`src/rtl/sat_sched_pkg.sv`:
```
// sat_sched_pkg: shared types and field widths for the satellite scenario
// scheduler. The field widths are also used by the register bank that writes
// the slot table.
//   state_t  - scheduler FSM state
//   slot_t   - one table slot (valid, PRN, Doppler, SNR, C/A phase, dwell)
package sat_sched_pkg;

  localparam int N_SAT_W     = 5;
  localparam int DOPPLER_W   = 8;
  localparam int SNR_W       = 8;
  localparam int CA_PHASE_W  = 16;
  // The dwell field is stored at its widest supported size; the scheduler
  // only ever compares the low DWELL_W bits, the rest stay zero.
  localparam int DWELL_MAX_W = 16;

  typedef enum logic [2:0] {
    S_IDLE,
    S_LOAD,
    S_ALIGN,
    S_DWELL,
    S_NEXT,
    S_DONE
  } state_t;

  typedef struct packed {
    logic                   valid;
    logic [N_SAT_W-1:0]     n_sat;
    logic [DOPPLER_W-1:0]   doppler;
    logic [SNR_W-1:0]       snr;
    logic [CA_PHASE_W-1:0]  ca_phase;
    logic [DWELL_MAX_W-1:0] dwell;
  } slot_t;

endpackage

```
`src/rtl/sat_sched_pick.sv`:
```
// sat_sched_pick: combinational round-robin finder for the next eligible slot.
//   elig      - per-slot eligibility vector
//   cur       - index of the slot currently active
//   from_idle - 1: search starts at slot 0; 0: search starts at cur+1
//   nxt       - first eligible slot in search order
//   found     - at least one eligible slot exists
//   wrapped   - nxt was reached only after passing slot 0 again
module sat_sched_pick #(
  parameter int N_SLOTS = 4
) (
  input  logic [N_SLOTS-1:0]         elig,
  input  logic [$clog2(N_SLOTS)-1:0] cur,
  input  logic                       from_idle,
  output logic [$clog2(N_SLOTS)-1:0] nxt,
  output logic                       found,
  output logic                       wrapped
);

  localparam int IDX_W = $clog2(N_SLOTS);

  // Positions are kept one bit wider than an index so that a position at or
  // beyond N_SLOTS marks a wrap; N_SLOTS is a power of two, so the low bits
  // are the slot index.
  logic [IDX_W:0] start;
  logic [IDX_W:0] pos;

  always_comb begin
    nxt     = '0;
    found   = 1'b0;
    wrapped = 1'b0;
    pos     = '0;
    start   = from_idle ? '0 : ((IDX_W+1)'(cur) + 1'b1);
    for (int i = 0; i < N_SLOTS; i++) begin
      pos = start + (IDX_W+1)'(i);
      if (!found && elig[pos[IDX_W-1:0]]) begin
        found   = 1'b1;
        nxt     = pos[IDX_W-1:0];
        wrapped = (pos >= (IDX_W+1)'(N_SLOTS));
      end
    end
  end

endmodule

```
`src/rtl/sat_sched.sv`:
```
// sat_sched: scenario scheduler between the register bank and the GPS
// generator core. Steps the core through a table of satellite configurations:
// load a slot, request code-phase alignment, dwell a number of C/A epochs,
// advance to the next eligible slot.
// Build option: SAT_SCHED_LOOP_EN - when defined the schedule wraps and runs
// continuously; otherwise one pass ends in DONE.
// Ports:
//   clk_in, rst_in_n          clock, asynchronous active-low reset
//   run_in                    level, schedule active
//   wr_*_in                   table write port (one-cycle wr_en_in strobe)
//   epoch_in                  C/A epoch start pulse from the core
//   code_phase_done_in        core reached the requested phase
//   enable_out, n_sat_out, doppler_out, snr_out, ca_phase_out   to the core
//   ca_phase_start_out        one-cycle phase-alignment request
//   slot_out                  active slot index
//   busy_out                  scheduler is stepping through slots
//   align_err_out             sticky align-timeout flag, cleared by run_in=0
module sat_sched
  import sat_sched_pkg::*;
#(
  parameter int N_SLOTS    = 4,
  parameter int DWELL_W    = 8,
  parameter int ALIGN_TO_W = 16
) (
  input  logic                       clk_in,
  input  logic                       rst_in_n,
  input  logic                       run_in,
  input  logic                       wr_en_in,
  input  logic [$clog2(N_SLOTS)-1:0] wr_addr_in,
  input  logic                       wr_valid_in,
  input  logic [N_SAT_W-1:0]         wr_n_sat_in,
  input  logic [DOPPLER_W-1:0]       wr_doppler_in,
  input  logic [SNR_W-1:0]           wr_snr_in,
  input  logic [CA_PHASE_W-1:0]      wr_ca_phase_in,
  input  logic [DWELL_W-1:0]         wr_dwell_in,
  input  logic                       epoch_in,
  input  logic                       code_phase_done_in,
  output logic                       enable_out,
  output logic [N_SAT_W-1:0]         n_sat_out,
  output logic [DOPPLER_W-1:0]       doppler_out,
  output logic [SNR_W-1:0]           snr_out,
  output logic [CA_PHASE_W-1:0]      ca_phase_out,
  output logic                       ca_phase_start_out,
  output logic [$clog2(N_SLOTS)-1:0] slot_out,
  output logic                       busy_out,
  output logic                       align_err_out
);

  localparam int IDX_W = $clog2(N_SLOTS);

`ifdef SAT_SCHED_LOOP_EN
  localparam bit LOOP_EN = 1'b1;
`else
  localparam bit LOOP_EN = 1'b0;
`endif

  slot_t                 tbl [N_SLOTS];
  slot_t                 slot_w;
  logic [N_SLOTS-1:0]    elig;

  state_t                state;
  logic [IDX_W-1:0]      sel_idx;
  logic [ALIGN_TO_W-1:0] to_cnt;
  logic [ALIGN_TO_W-1:0] to_cnt_inc;
  logic [DWELL_W-1:0]    ep_cnt;
  logic [DWELL_W-1:0]    ep_cnt_inc;
  logic [DWELL_W-1:0]    cur_dwell;

  logic [IDX_W-1:0]      pk_nxt;
  logic                  pk_found;
  logic                  pk_wrapped;

  always_comb begin
    slot_w          = '0;
    slot_w.valid    = wr_valid_in;
    slot_w.n_sat    = wr_n_sat_in;
    slot_w.doppler  = wr_doppler_in;
    slot_w.snr      = wr_snr_in;
    slot_w.ca_phase = wr_ca_phase_in;
    slot_w.dwell    = DWELL_MAX_W'(wr_dwell_in);
  end

  always_comb begin
    elig = '0;
    for (int i = 0; i < N_SLOTS; i++) begin
      elig[i] = tbl[i].valid && (tbl[i].dwell != '0);
    end
  end

  assign to_cnt_inc = to_cnt + 1'b1;
  assign ep_cnt_inc = ep_cnt + 1'b1;

  sat_sched_pick #(
    .N_SLOTS (N_SLOTS)
  ) u_pick (
    .elig      (elig),
    .cur       (slot_out),
    .from_idle (state == S_IDLE),
    .nxt       (pk_nxt),
    .found     (pk_found),
    .wrapped   (pk_wrapped)
  );

  // Slot table: writable in any state; the active slot's outputs only pick
  // up a rewrite at that slot's next LOAD because outputs are latched there.
  always_ff @(posedge clk_in or negedge rst_in_n) begin
    if (!rst_in_n) begin
      for (int i = 0; i < N_SLOTS; i++) begin
        tbl[i] <= '0;
      end
    end else if (wr_en_in) begin
      tbl[wr_addr_in] <= slot_w;
    end
  end

  // Scheduler FSM with registered outputs. run_in=0 overrides every other
  // event in the same cycle.
  always_ff @(posedge clk_in or negedge rst_in_n) begin
    if (!rst_in_n) begin
      state              <= S_IDLE;
      sel_idx            <= '0;
      to_cnt             <= '0;
      ep_cnt             <= '0;
      cur_dwell          <= '0;
      enable_out         <= 1'b0;
      busy_out           <= 1'b0;
      n_sat_out          <= '0;
      doppler_out        <= '0;
      snr_out            <= '0;
      ca_phase_out       <= '0;
      ca_phase_start_out <= 1'b0;
      slot_out           <= '0;
      align_err_out      <= 1'b0;
    end else begin
      ca_phase_start_out <= 1'b0;
      if (!run_in) begin
        state         <= S_IDLE;
        enable_out    <= 1'b0;
        busy_out      <= 1'b0;
        align_err_out <= 1'b0;
      end else begin
        case (state)
          S_IDLE: begin
            if (pk_found) begin
              sel_idx    <= pk_nxt;
              state      <= S_LOAD;
              enable_out <= 1'b1;
              busy_out   <= 1'b1;
            end
          end
          S_LOAD: begin
            slot_out           <= sel_idx;
            n_sat_out          <= tbl[sel_idx].n_sat;
            doppler_out        <= tbl[sel_idx].doppler;
            snr_out            <= tbl[sel_idx].snr;
            ca_phase_out       <= tbl[sel_idx].ca_phase;
            cur_dwell          <= tbl[sel_idx].dwell[DWELL_W-1:0];
            to_cnt             <= '0;
            ep_cnt             <= '0;
            ca_phase_start_out <= 1'b1;
            state              <= S_ALIGN;
          end
          S_ALIGN: begin
            // to_cnt==0 marks the first ALIGN cycle, where the core has not
            // yet seen the start request, so done is ignored there.
            if ((to_cnt != '0) && code_phase_done_in) begin
              state <= S_DWELL;
            end else if (to_cnt_inc == '1) begin
              align_err_out <= 1'b1;
              state         <= S_NEXT;
            end else begin
              to_cnt <= to_cnt_inc;
            end
          end
          S_DWELL: begin
            if (epoch_in) begin
              if (ep_cnt_inc == cur_dwell) begin
                state <= S_NEXT;
              end else begin
                ep_cnt <= ep_cnt_inc;
              end
            end
          end
          S_NEXT: begin
            if (!pk_found) begin
              state      <= S_IDLE;
              enable_out <= 1'b0;
              busy_out   <= 1'b0;
            end else if (!pk_wrapped || LOOP_EN) begin
              sel_idx <= pk_nxt;
              state   <= S_LOAD;
            end else begin
              state      <= S_DONE;
              enable_out <= 1'b0;
              busy_out   <= 1'b0;
            end
          end
          S_DONE: begin
            state <= S_DONE;
          end
          default: begin
            state      <= S_IDLE;
            enable_out <= 1'b0;
            busy_out   <= 1'b0;
          end
        endcase
      end
    end
  end

endmodule

```
`config.mk`:
```
export PLATFORM = sky130hd
export DESIGN_NAME = sat_sched
export DESIGN_NICKNAME = d
export VERILOG_FILES = /design/src/rtl/sat_sched_pkg.sv /design/src/rtl/sat_sched_pick.sv /design/src/rtl/sat_sched.sv
export SDC_FILE = /design/constraint.sdc
export NUM_CORES = 1
export LEC_CHECK = 0
export CORE_MARGIN = 4
export CORE_UTILIZATION = 50
export DETAILED_ROUTE_END_ITERATION = 10
export GPL_TIMING_DRIVEN = 0
export PLACE_DENSITY = 0.7
export SKIP_CTS_REPAIR_TIMING = 1
export SLEW_MARGIN = 5
export SYNTH_ARGS = -nofsm -noshare
export SYNTH_HDL_FRONTEND = slang
export SYNTH_SLANG_ARGS = --single-unit
```
`constraint.sdc`:
```
create_clock -name clk_in -period 4 [get_ports clk_in]
set_clock_uncertainty 0.2 [all_clocks]
set_input_delay 1.2 -clock clk_in [delete_from_list [all_inputs] [get_ports clk_in]]
set_output_delay 1.2 -clock clk_in [all_outputs]
set_load 0.02 [all_outputs]
```
==> summary.txt <==
Outcome
  • Outcome: finished clean

Timing
  • Worst slew pin tran: roughly 0.94 ns
  • Final setup fails: 0
  • Tcrit/Tclk final: around nine tenths
  • RSZ-0062 raised after global routing: no
  • Worst relative slew slack: approximately 37%
  • Fmax: 281 MHz
  • Total negative setup slack: 0 ns
  • Min cycle time layout: 3.56 ns
  • Fin. Hold Viols: 0
  • Pins Over Slew Limit: 0

Yosys
  • Synth cell types: 70
  • Number of synthesized register bits: around 260
  • Share of the yosys chip area belonging to registers: between 50% and 60%
  • Yosys warnings: 0
  • Syn_nets: between 900 and 1000
  • Synth Instances: slightly below 900
  • Synth top area cells: dfrtp_1 (53%), mux2_2 (21%), mux4_2 (8.2%)
  • Share of the synthesized area in the top cell type: 53.1%
  • Avg Synthesized Cell Area: 13.9 sq um
  • Number of flops mapped to enable cells by yosys: 0
  • Synthesized area: between 0.01 and 0.015 sq mm
  • Main synth FF type: dfrtp_1
  • Async set or reset register ratio after synthesis: 100%
  • Cell taking the most area after synthesis: dfrtp_1

Global routing
  • Vias in the first global route: 8117
  • Global route overflow: 0
  • M1 GR Usage: 28.2%
  • Most Crowded Layer GR: met2
  • M2 GR Usage: between 30% and 40%
  • Largest net degree at the start of global routing: about 110
  • Initial antenna violation count: 2
  • Met3 GRT Util: under 10%
  • First-pass GRT wire length: 43.9 mm
  • Gr usage total: between 20% and 30%

Critical path
  • CP startpoint kind: register
  • Max FO, Critical Path: 7
  • CP endpoint kind: register
  • Worst Setup SP: state[2]$_DFFE_PN0P_
  • WP data required: 4.24 ns
  • Worst r2r src: state[2]$_DFFE_PN0P_
  • Crit Path Category: reg2reg
  • Arr. time, crit path: ~3.8 ns

Floorplanning
  • Die Wd: roughly 170 microns
  • Die area: roughly 0.027 sq mm
  • FP Rows: 57
  • Core Area: between 0.02 and 0.025 sq mm
  • I/O Pins: between 90 and 100
  • Initial Util: between 50% and 60%
  • Die height: roughly 170 microns

Placed design
  • Dpl hpwl: ~18 mm
  • Final GP Congestion: 0.940
  • Placed Instances: roughly 1300
  • IO Port Bufs: 95

Final layout
  • Most frequent cells in the layout: dfrtp_1 (263), mux2_2 (231), clkdlybuf4s50_1 (94)
  • Final Non-Filler Cells: around 1400
  • Final core utilization: about three fifths
  • Ant diodes: 0
  • Share of cells above drive strength 1: around 34%
  • Nets: between 1000 and 1500
  • Most common cell after layout, fill and taps aside: dfrtp_1
  • P&R area growth vs syn: 20.0%

Job
  • # Max-Cap Violations: 0

Pwr
  • Clock share of power: approximately 28%
  • Cell Int Power: 6.95 mW
  • Reg power frac: roughly 37%
  • Max VDD drop: 0.375 mV
  • Pwr Density: approximately 700 mW/mm^2
  • Switching power share of the total: between 30% and 40%
  • Switching pwr: approximately 3.2 mW
  • Combinational fraction of design power: a little over a third
  • Leak Pwr: roughly 6.1 nW

Clock tree
  • CTS tree: yes
  • Clock Latency Late Sink: about 0.56 ns
  • CTS buffer count: 29
  • CTS Root Cell: clkbuf_16
  • Worst-path clk slew: ~0.060 ns
  • Longest Clk Path Bufs: 3
  • Clock sink count: ~260
  • H-tree depth: 1

Route
  • First-pass iteration count of the detailed router: 4
  • Per-cell routed wire length: approximately 19 microns
  • Via/cell ratio: approximately 5.7
  • DRT antenna net count: 0
  • Initial DRC count: ~620
  • Via count: between 7000 and 8000
  • Drt total wl: between 20 and 30 mm
  • Remaining DRCs: 0

Min path
  • Hold_sp: tbl[86]$_DFFE_PN0P_
  • Min-delay worst type: reg2reg
-- state kept, by name, indices dropped and copies added (netlist names) --
name and flops:
align_err_out 1, busy_out 1, ep_cnt 8, doppler_out 8, sel_idx 2, slot_out 2, cur_dwell 8, ca_phase_start_out 1
to_cnt 16, n_sat_out 5, ca_phase_out 16, snr_out 8, tbl 184, state 3
-- Yosys cell counts (8+ instances only) --
master,n
o21ai_0,29
nor2_1,19
mux2i_1,8
mux2_2,231
mux4_2,45
or4_1,9
nand3_1,16
dfrtp_1,263
ha_1,8
inv_1,13
clkbuf_1,41
nand2_1,41
a21oi_1,13
nor3_1,15
-- worst max-delay path: stages, from the launching register on --
cell	delay, ns
dfrtp_1	0.45
or3_1	0.39
clkbuf_1	0.15
nand2_1	0.24
ha_1	0.35
or4_1	0.56
a21oi_2	0.21
o221a_2	0.22
a211oi_2	0.05
o2111a_2	0.31
mux2_4	0.30
-- per-stage QoR --
stage	hold WS (ns)	setup slack (ns)	cell area, sq um	power (mW)
floorplan	0.274	0.736	12400	6.10
global placement	0.281	-9.97	13700	7.22
detailed placement	0.287	0.0706	13800	7.30
CTS	0.301	0.464	14900	10.2
global route	0.308	0.281	14900	10.7
finish	0.299	0.440	14900	10.1
-- layer usage --
metal | up-vias | part of all wire, %
met3 | 47 | 4.7
met2 | 154 | 48
met4 | 4 | 1.9
li1 | 3641 | -
met5 | - | 0.12
met1 | 4015 | 45
-- power by group through the flow --
stage	clock network, mW	registers (mW)	logic [mW]
2_1_floorplan	0	3.89	2.22
3_3_place_gp	0	3.75	3.47
3_5_place_dp	0	3.76	3.53
4_1_cts	2.93	3.72	3.55
5_1_grt	3.05	3.81	3.82
6_report	2.88	3.71	3.51
-- cell families after synthesis --
kind of cell / after synthesis / share of synthesized area (%)
mux: 287 / 30.4
xor+xnor: 14 / 0.990
flops: 263 / 53.1
simple gates: 151 / 6.47
fa+ha+maj: 8 / 0.808
buf+inv: 67 / 2.18
compound gates: 104 / 6.04
-- worst paths after layout --
check / end / slack (ns) / cells after the start
setup / recovery: sel_idx[0]$_DFFE_PN0P_ / 0.44 / 10
hold / removal: tbl[86]$_DFFE_PN0P_ / 0.30 / 1
setup reg to reg: sel_idx[0]$_DFFE_PN0P_ / 0.44 / 10
hold reg to reg: tbl[86]$_DFFE_PN0P_ / 0.30 / 1
max in group asynchronous: n_sat_out[2]$_DFFE_PN0P_ / 2.30 / 2
min in group asynchronous: to_cnt[1]$_DFFE_PN0P_ / 0.38 / 1
-- final cells by class --
cell class	instances	area, sq um
clock buffers	41	881
well taps	324	405
flip-flops and latches	263	6580
inverters	14	52.6
repair buffers	97	1010
clock inverters	12	180
plain buffers	53	218
multi-input cells	564	5540
fillers	1865	9460
(Power assumes the default switching activity.)
